==> src/rtl/vga_scan_ctrl.sv <==
// VGA scan controller: pxl_x/pxl_y scan counters, colour select/blanking, hsync/vsync and a frame tick.
// Colour and sync are registered one pixel behind the coordinate; no backpressure, everything stalls while pix_en is low.
module vga_scan_ctrl #(
    parameter int H_ACTIVE = 640,
    parameter int H_FP     = 16,
    parameter int H_SYNC   = 96,
    parameter int H_BP     = 48,
    parameter int V_ACTIVE = 480,
    parameter int V_FP     = 10,
    parameter int V_SYNC   = 2,
    parameter int V_BP     = 33,
    parameter bit SYNC_POL = 1'b0
) (
    input  logic        clk,
    input  logic        reset,
    input  logic        pix_en,
    input  logic [11:0] bg_rgb,
    input  logic [3:0]  obj_red,
    input  logic [3:0]  obj_green,
    input  logic [3:0]  obj_blue,
    input  logic        obj_draw,
    output logic [31:0] pxl_x,
    output logic [31:0] pxl_y,
    output logic        hsync,
    output logic        vsync,
    output logic [3:0]  vga_r,
    output logic [3:0]  vga_g,
    output logic [3:0]  vga_b,
    output logic        frame_start
);
    localparam int H_TOTAL = H_ACTIVE + H_FP + H_SYNC + H_BP;
    localparam int V_TOTAL = V_ACTIVE + V_FP + V_SYNC + V_BP;
    localparam int HW      = $clog2(H_TOTAL + 1);
    localparam int VW      = $clog2(V_TOTAL + 1);

    localparam logic [HW-1:0] H_LAST = HW'(H_TOTAL - 1);
    localparam logic [HW-1:0] H_ACT  = HW'(H_ACTIVE);
    localparam logic [HW-1:0] HS_BEG = HW'(H_ACTIVE + H_FP);
    localparam logic [HW-1:0] HS_END = HW'(H_ACTIVE + H_FP + H_SYNC);
    localparam logic [VW-1:0] V_LAST = VW'(V_TOTAL - 1);
    localparam logic [VW-1:0] V_ACT  = VW'(V_ACTIVE);
    localparam logic [VW-1:0] VS_BEG = VW'(V_ACTIVE + V_FP);
    localparam logic [VW-1:0] VS_END = VW'(V_ACTIVE + V_FP + V_SYNC);

    logic [HW-1:0] h_cnt;
    logic [VW-1:0] v_cnt;
    logic          h_last;
    logic          v_last;
    logic          active;
    logic          hs;
    logic          vs;
    logic [11:0]   pix_rgb;
    logic [11:0]   rgb_q;

    always_comb begin
        h_last  = (h_cnt == H_LAST);
        v_last  = (v_cnt == V_LAST);
        active  = (h_cnt < H_ACT) && (v_cnt < V_ACT);
        hs      = (h_cnt >= HS_BEG) && (h_cnt < HS_END);
        vs      = (v_cnt >= VS_BEG) && (v_cnt < VS_END);
        // Blanking wins over the object so partly off-screen objects never reach the DAC.
        pix_rgb = 12'h000;
        if (active) begin
            pix_rgb = obj_draw ? {obj_red, obj_green, obj_blue} : bg_rgb;
        end
    end

    always_ff @(posedge clk) begin
        if (reset) begin
            h_cnt       <= '0;
            v_cnt       <= '0;
            hsync       <= ~SYNC_POL;
            vsync       <= ~SYNC_POL;
            rgb_q       <= 12'h000;
            frame_start <= 1'b0;
        end else begin
            frame_start <= pix_en && h_last && v_last;
            if (pix_en) begin
                // Flags and colour are taken from the position being left, so they align with obj_*.
                rgb_q <= pix_rgb;
                hsync <= hs ~^ SYNC_POL;
                vsync <= vs ~^ SYNC_POL;
                if (h_last) begin
                    h_cnt <= '0;
                    v_cnt <= v_last ? '0 : v_cnt + VW'(1);
                end else begin
                    h_cnt <= h_cnt + HW'(1);
                end
            end
        end
    end

    assign pxl_x = 32'(h_cnt);
    assign pxl_y = 32'(v_cnt);
    assign {vga_r, vga_g, vga_b} = rgb_q;
endmodule

==> config.mk <==
export PLATFORM = sky130hd
export DESIGN_NAME = vga_scan_ctrl
export DESIGN_NICKNAME = d
export VERILOG_FILES = /design/src/rtl/vga_scan_ctrl.sv
export SDC_FILE = /design/constraint.sdc
export NUM_CORES = 1
export LEC_CHECK = 0
export BUFFER_PORTS_ARGS = -buffer_cell sky130_fd_sc_hd__buf_2
export CORE_AREA = 2 2 71 73
export CTS_CLUSTER_SIZE = 24
export DETAILED_ROUTE_END_ITERATION = 10
export DIE_AREA = 0 0 73 75
export GPL_TIMING_DRIVEN = 0
export PLACE_DENSITY = 0.75
export SLEW_MARGIN = 25
export SYNTH_ARGS = -nofsm -noshare
export SYNTH_HDL_FRONTEND = slang
export SYNTH_SLANG_ARGS = --single-unit
==> constraint.sdc <==
create_clock -name clk -period 2 [get_ports clk]
set_clock_uncertainty 0.1 [all_clocks]
set_input_delay 0.3 -clock clk [delete_from_list [all_inputs] [get_ports clk]]
set_output_delay 0.3 -clock clk [all_outputs]
set_load 0.01 [all_outputs]
# [Word-level counts from Yosys, hierarchy flattened]
# Cells that the tools add are included.
# W data, S select, Z words.
[word_totals] regBits=35 latchBits=0 ram_bits=0 rom_bits=0 inputBits=28 elab_cells=28 n_memories=0
[classes] addsub=2 mul=0 div=0 magnitude_cmp=6 eq_ne=2 shifts=0 muxes=4 bitwise=2 reduce_logical=6
[op_table] op="$mux W12" n=2
[op_table] op="$add A10 B1 Y10 const B" n=2
[op_table] op="$eq A10 B10 Y1 const B" n=2
[op_table] op="$lt A10 B10 Y1 const B" n=2
[op_table] op="$lt A10 B9 Y1 const B" n=2
[op_table] op="$mux W10" n=2
[op_table] op="$ge A10 B10 Y1 const B" n=1
[op_table] op="$ge A10 B9 Y1 const B" n=1
[op_table] op="$logic_and A1 B1 Y1" n=5
[op_table] op="$not A1 Y1" n=2
[op_table] op="$reduce_and A2 Y1" n=1

# [Depth between registers and ports, before layout]
[depth] ltp_word=3 depth_mapped=7 depth_no_buf=6

# [Worst setup path before layout]
# OpenSTA, ideal clock, no wires.
[synth_timing] path_type="register to register" startpoint="register h_cnt[0]" endpoint="register v_cnt[5]" setup_time_ns=0.067 arrival_time_ns=1.716 required_ns=1.833 slack_ns=0.118 stages_incl_launch_ff=8 n_path_buf=2 period_less_slack_ns=1.882 path_cell_list="dfxtp_1 > ha_1 > and4_1 > clkbuf_2 > nand4_2 > buf_6 > or3_1 > a21oi_2"
[synth_via] elab_chain_len=2
[synth_rtl] element="from (decl)" line="45" rtl="logic [HW-1:0] h_cnt;"
[synth_rtl] element="from (signal assigned)" line="87" rtl="h_cnt <= h_cnt + HW'(1);"
[synth_rtl] element="$eq A10 B10 Y1" line="56" rtl="h_last = (h_cnt == H_LAST);"
[synth_rtl] element="$reduce_and A2 Y1 (no source line)"
[synth_rtl] element="to (signal assigned)" line="85" rtl="v_cnt <= v_last ? '0 : v_cnt + VW'(1);"
[synth_rtl] element="to (decl)" line="46" rtl="logic [VW-1:0] v_cnt;"
# No other way between the ends.
# A chain may end at the register's enable or synchronous reset.

# [Final worst setup path]
# Same ends and word-level chain as after synthesis.

==> impl_metrics.csv <==
group,metric,value,unit
placement,gp_congestion,0.7800,
clock_network,clkTransAtPathRegs,0.07,ns
global_route,grt_overflow,0,
placement,port_buffers,62,
global_route,grt_pass1_vias,1468,
drt,ant_nets,0,
die,io_pins,107,
status,status,"finished, final reports clean",
die,dieWidth,73,um
die,dieArea,0.005475,mm2
yosys,seq_area_frac_synth,0.3442,
drt,drc_errors,0,
die,die_h,75,um
finish,area_delta_synth_final,32.33,%
finish,layout.nets,374,
flow_run,drv_cap,0,
yosys,yosys-top-cells-area,"dfxtp_1 34%, buf_4 17%, mux2_2 6.6%",
global_route,track_usage,0.1532,
die,core-area,0.004661,mm2
sta,period_minus_slack,1.865,ns
drt,vias,1820,
global_route,grt_start_max_net_pins,12,
yosys,post-synth-top-area-cell,"dfxtp_1",
yosys,ys_ff_latch,35,
worst_hold_path,whs_path_depth,4,
worst_setup_path,crit_path_end_kind,"flip-flop",
placement,dp_hpwl,3341,um
finish,fin_cells,397,
worst_setup_path,r2r_slack,0.13,ns
placement,pre_cts_ws,-0.03902,ns
drt,dr.pass1.iters,5,
drt,drt_iter0_markers,74,
global_route,grt_pass1_wl,6486,um
placement,placedCellCount,387,
global_route,antenna_found_initial,0,
worst_hold_path,hold_path_end,"rgb_q[5]$_SDFFE_PP0P_",
sta,setup_viol,0,
drt,wl_per_cell,11.14,um
yosys,synth_edf_count,0,
die,initial_core_util,0.4368,
worst_setup_path,crit_required,2.13,ns
sta,finalMaxSlewViolations,0,
drt,drt-total-wl,4423,um
placement,place_area,0.002575,mm2
sta,fin_ws,0.1348,ns
worst_setup_path,rr_endpoint,"v_cnt[5]$_SDFFE_PP0P_",
yosys,avgSynthCellArea,8.929,um2
worst_setup_path,crit_arrival,2.00,ns
clock_network,cts_sinks,35,
clock_network,clock-root-buffer,"clkbuf_8",
finish,register_area,703.2,um2
worst_setup_path,crit_path_start_kind,"flip-flop",
worst_setup_path,reg2regPathDepth,7,
sta,fin_crit_sh,0.9326,
finish,final_area,0.002694,mm2
worst_setup_path,reg2reg_from,"h_cnt[0]$_SDFFE_PP0P_",
yosys,async_reset_ff_frac,0,
clock_network,htreeDepth,2,
finish,multi_input_area,0.001092,mm2
yosys,yosysUniqueCellTypes,45,
yosys,netlist_area,0.002036,mm2
clock_network,numCtsBuffers,5,
sta,worst_pin_slew,0.5427,ns
clock_network,clock_latency,0.29,ns
die,rows,25,
sta,timing.fmax,536.1,MHz
worst_setup_path,crit_path_max_fanout,10,
clock_network,cts_buffer_depth,2,
worst_setup_path,path_class,"reg2reg",
drt,vias_per_cell,4.584,
power_and_ir_drop,irDropWorstVdd,0.3251,mV
yosys,synthCells,228,
finish,fill_cells,456,
clock_network,cts_hold_buf,0,
yosys,ys_warn_count,0,
power_and_ir_drop,power_density,548.4,mW/mm2
yosys,synth_top_area_frac,0.3442,
sta,hold_viol,0,
finish,drive_gt1_frac,0.4169,
worst_hold_path,min_from,"obj_green[1]",
sta,relSlewSlack,0.6382,
power_and_ir_drop,p_leak,1.342,nW
yosys,synthFlopType,"dfxtp_1",
clock_network,tritoncts,"yes",
worst_hold_path,hold_path.class,"in2reg",
sta,tns,0,ns
finish,n_antenna_cell,0,
-- registers in the layout, indices dropped and copies added, names as in the netlist --
name         count
frame_start      1
h_cnt           10
hsync            1
rgb_q           12
v_cnt           10
vsync            1
-- critical path, cell delays in order (launching register included) --
cell and delay [ns]:
dfxtp_2 0.37, ha_1 0.17, and4_1 0.18, buf_2 0.18
nand4_4 0.15, buf_6 0.18, or3_1 0.36, a21oi_2 0.13
-- cells in the mapped netlist (2+ instances only) --
cell type   n
xnor2_1     6
nor2_1     25
xor2_1      5
nand2_1     6
clkbuf_1    5
nand4_1     6
and3_2      2
or3_1       4
nand3_1     5
buf_4      45
a21oi_1     8
nor3_1      4
inv_1       6
o21ai_0     6
a22oi_1    11
buf_2       2
and4_1      2
buf_6       2
dfxtp_1    35
nor4b_1     2
ha_1        4
mux2_2     12
or4_1       2
o31ai_1     2
-- per-stage QoR --
stage | power [mW] | hold slack [ns] | util
3_5_place_dp | 0.9921 | 0.3774 | 0.5525
3_3_place_gp | 0.9871 | 0.3468 | 0.5525
4_1_cts | 1.485 | 0.2750 | 0.5723
2_1_floorplan | 0.9293 | 0.4083 | -
5_1_grt | 1.543 | 0.2813 | 0.5780
6_report | 1.477 | 0.2752 | 0.5780
-- per-layer routing --
metal	up-vias	part of all wire	wire length [um]	track usage
met5	-	0	0	0
met4	0	0.017	74	0.05556
met3	10	0.063	278	0.05087
met2	71	0.49	2157	0.2643
met1	811	0.43	1911	0.1774
li1	928	-	-	-
-- where the power goes --
part	switching, mW	total (mW)	internal [mW]
clock network	0.254	0.497	0.243
logic	0.119	0.250	0.130
registers	0.0125	0.731	0.718
total	0.386	1.48	1.09
-- worst max path at each step --
stage,start,end,slack [ns],depth (start not counted)
final,h_cnt[0]$_SDFFE_PP0P_,v_cnt[5]$_SDFFE_PP0P_,0.13,7
after global routing,v_cnt[0]$_SDFFE_PP0P_,v_cnt[6]$_SDFFE_PP0P_,-0.009,5
after CTS,h_cnt[0]$_SDFFE_PP0P_,v_cnt[5]$_SDFFE_PP0P_,0.01,7
after detailed placement,h_cnt[0]$_SDFFE_PP0P_,v_cnt[0]$_SDFFE_PP0P_,-0.04,7
after global placement,h_cnt[0]$_SDFFE_PP0P_,v_cnt[0]$_SDFFE_PP0P_,-0.02,7
after floorplan,h_cnt[0]$_SDFFE_PP0P_,v_cnt[5]$_SDFFE_PP0P_,0.12,7
-- layout make-up --
cell class                      count  share of cell area
Multi-Input combinational cell    174              0.4055
Sequential cell                    35              0.2610
Buffer                             56              0.1477
Timing Repair Buffer               64              0.1208
Clock buffer                        6             0.02694
Tap cell                           54             0.02508
Inverter                            6            0.008360
Clock inverter                      2            0.004645
-- cell families (layout without fill, tap and decap cells) --
| kind of cell | Yosys count | in the layout | share of synthesized area |
|---|---|---|---|
| buffers and inverters | 62 | 134 | 0.2065 |
| and+or+nand+nor | 70 | 70 | 0.1991 |
| DFF | 35 | 35 | 0.3442 |
| other | 1 | 44 | 0.001842 |
| adders and majority gates | 4 | 4 | 0.02459 |
| AOI/OAI and AO/OA | 32 | 32 | 0.1051 |
| xor gates and xnor gates | 11 | 11 | 0.04733 |
| muxes | 13 | 13 | 0.07130 |
-- timing repair --
action,CTS,global route
gates resized for setup,1,4
setup buffers,0,2
endpoints found under the setup margin,8,17
hold endpoints to repair,0,0
pin swaps,0,1
-- cells in the final DEF, fill, tap and decap left out, types with 8 or more instances in the layout --
cell / instances
buf_2: 65
buf_4: 47
conb_1: 44
dfxtp_1: 33
nor2_1: 25
mux2_2: 12
a22oi_1: 11
a21oi_1: 8
Note: power is estimated with default switching activity, not from simulation.
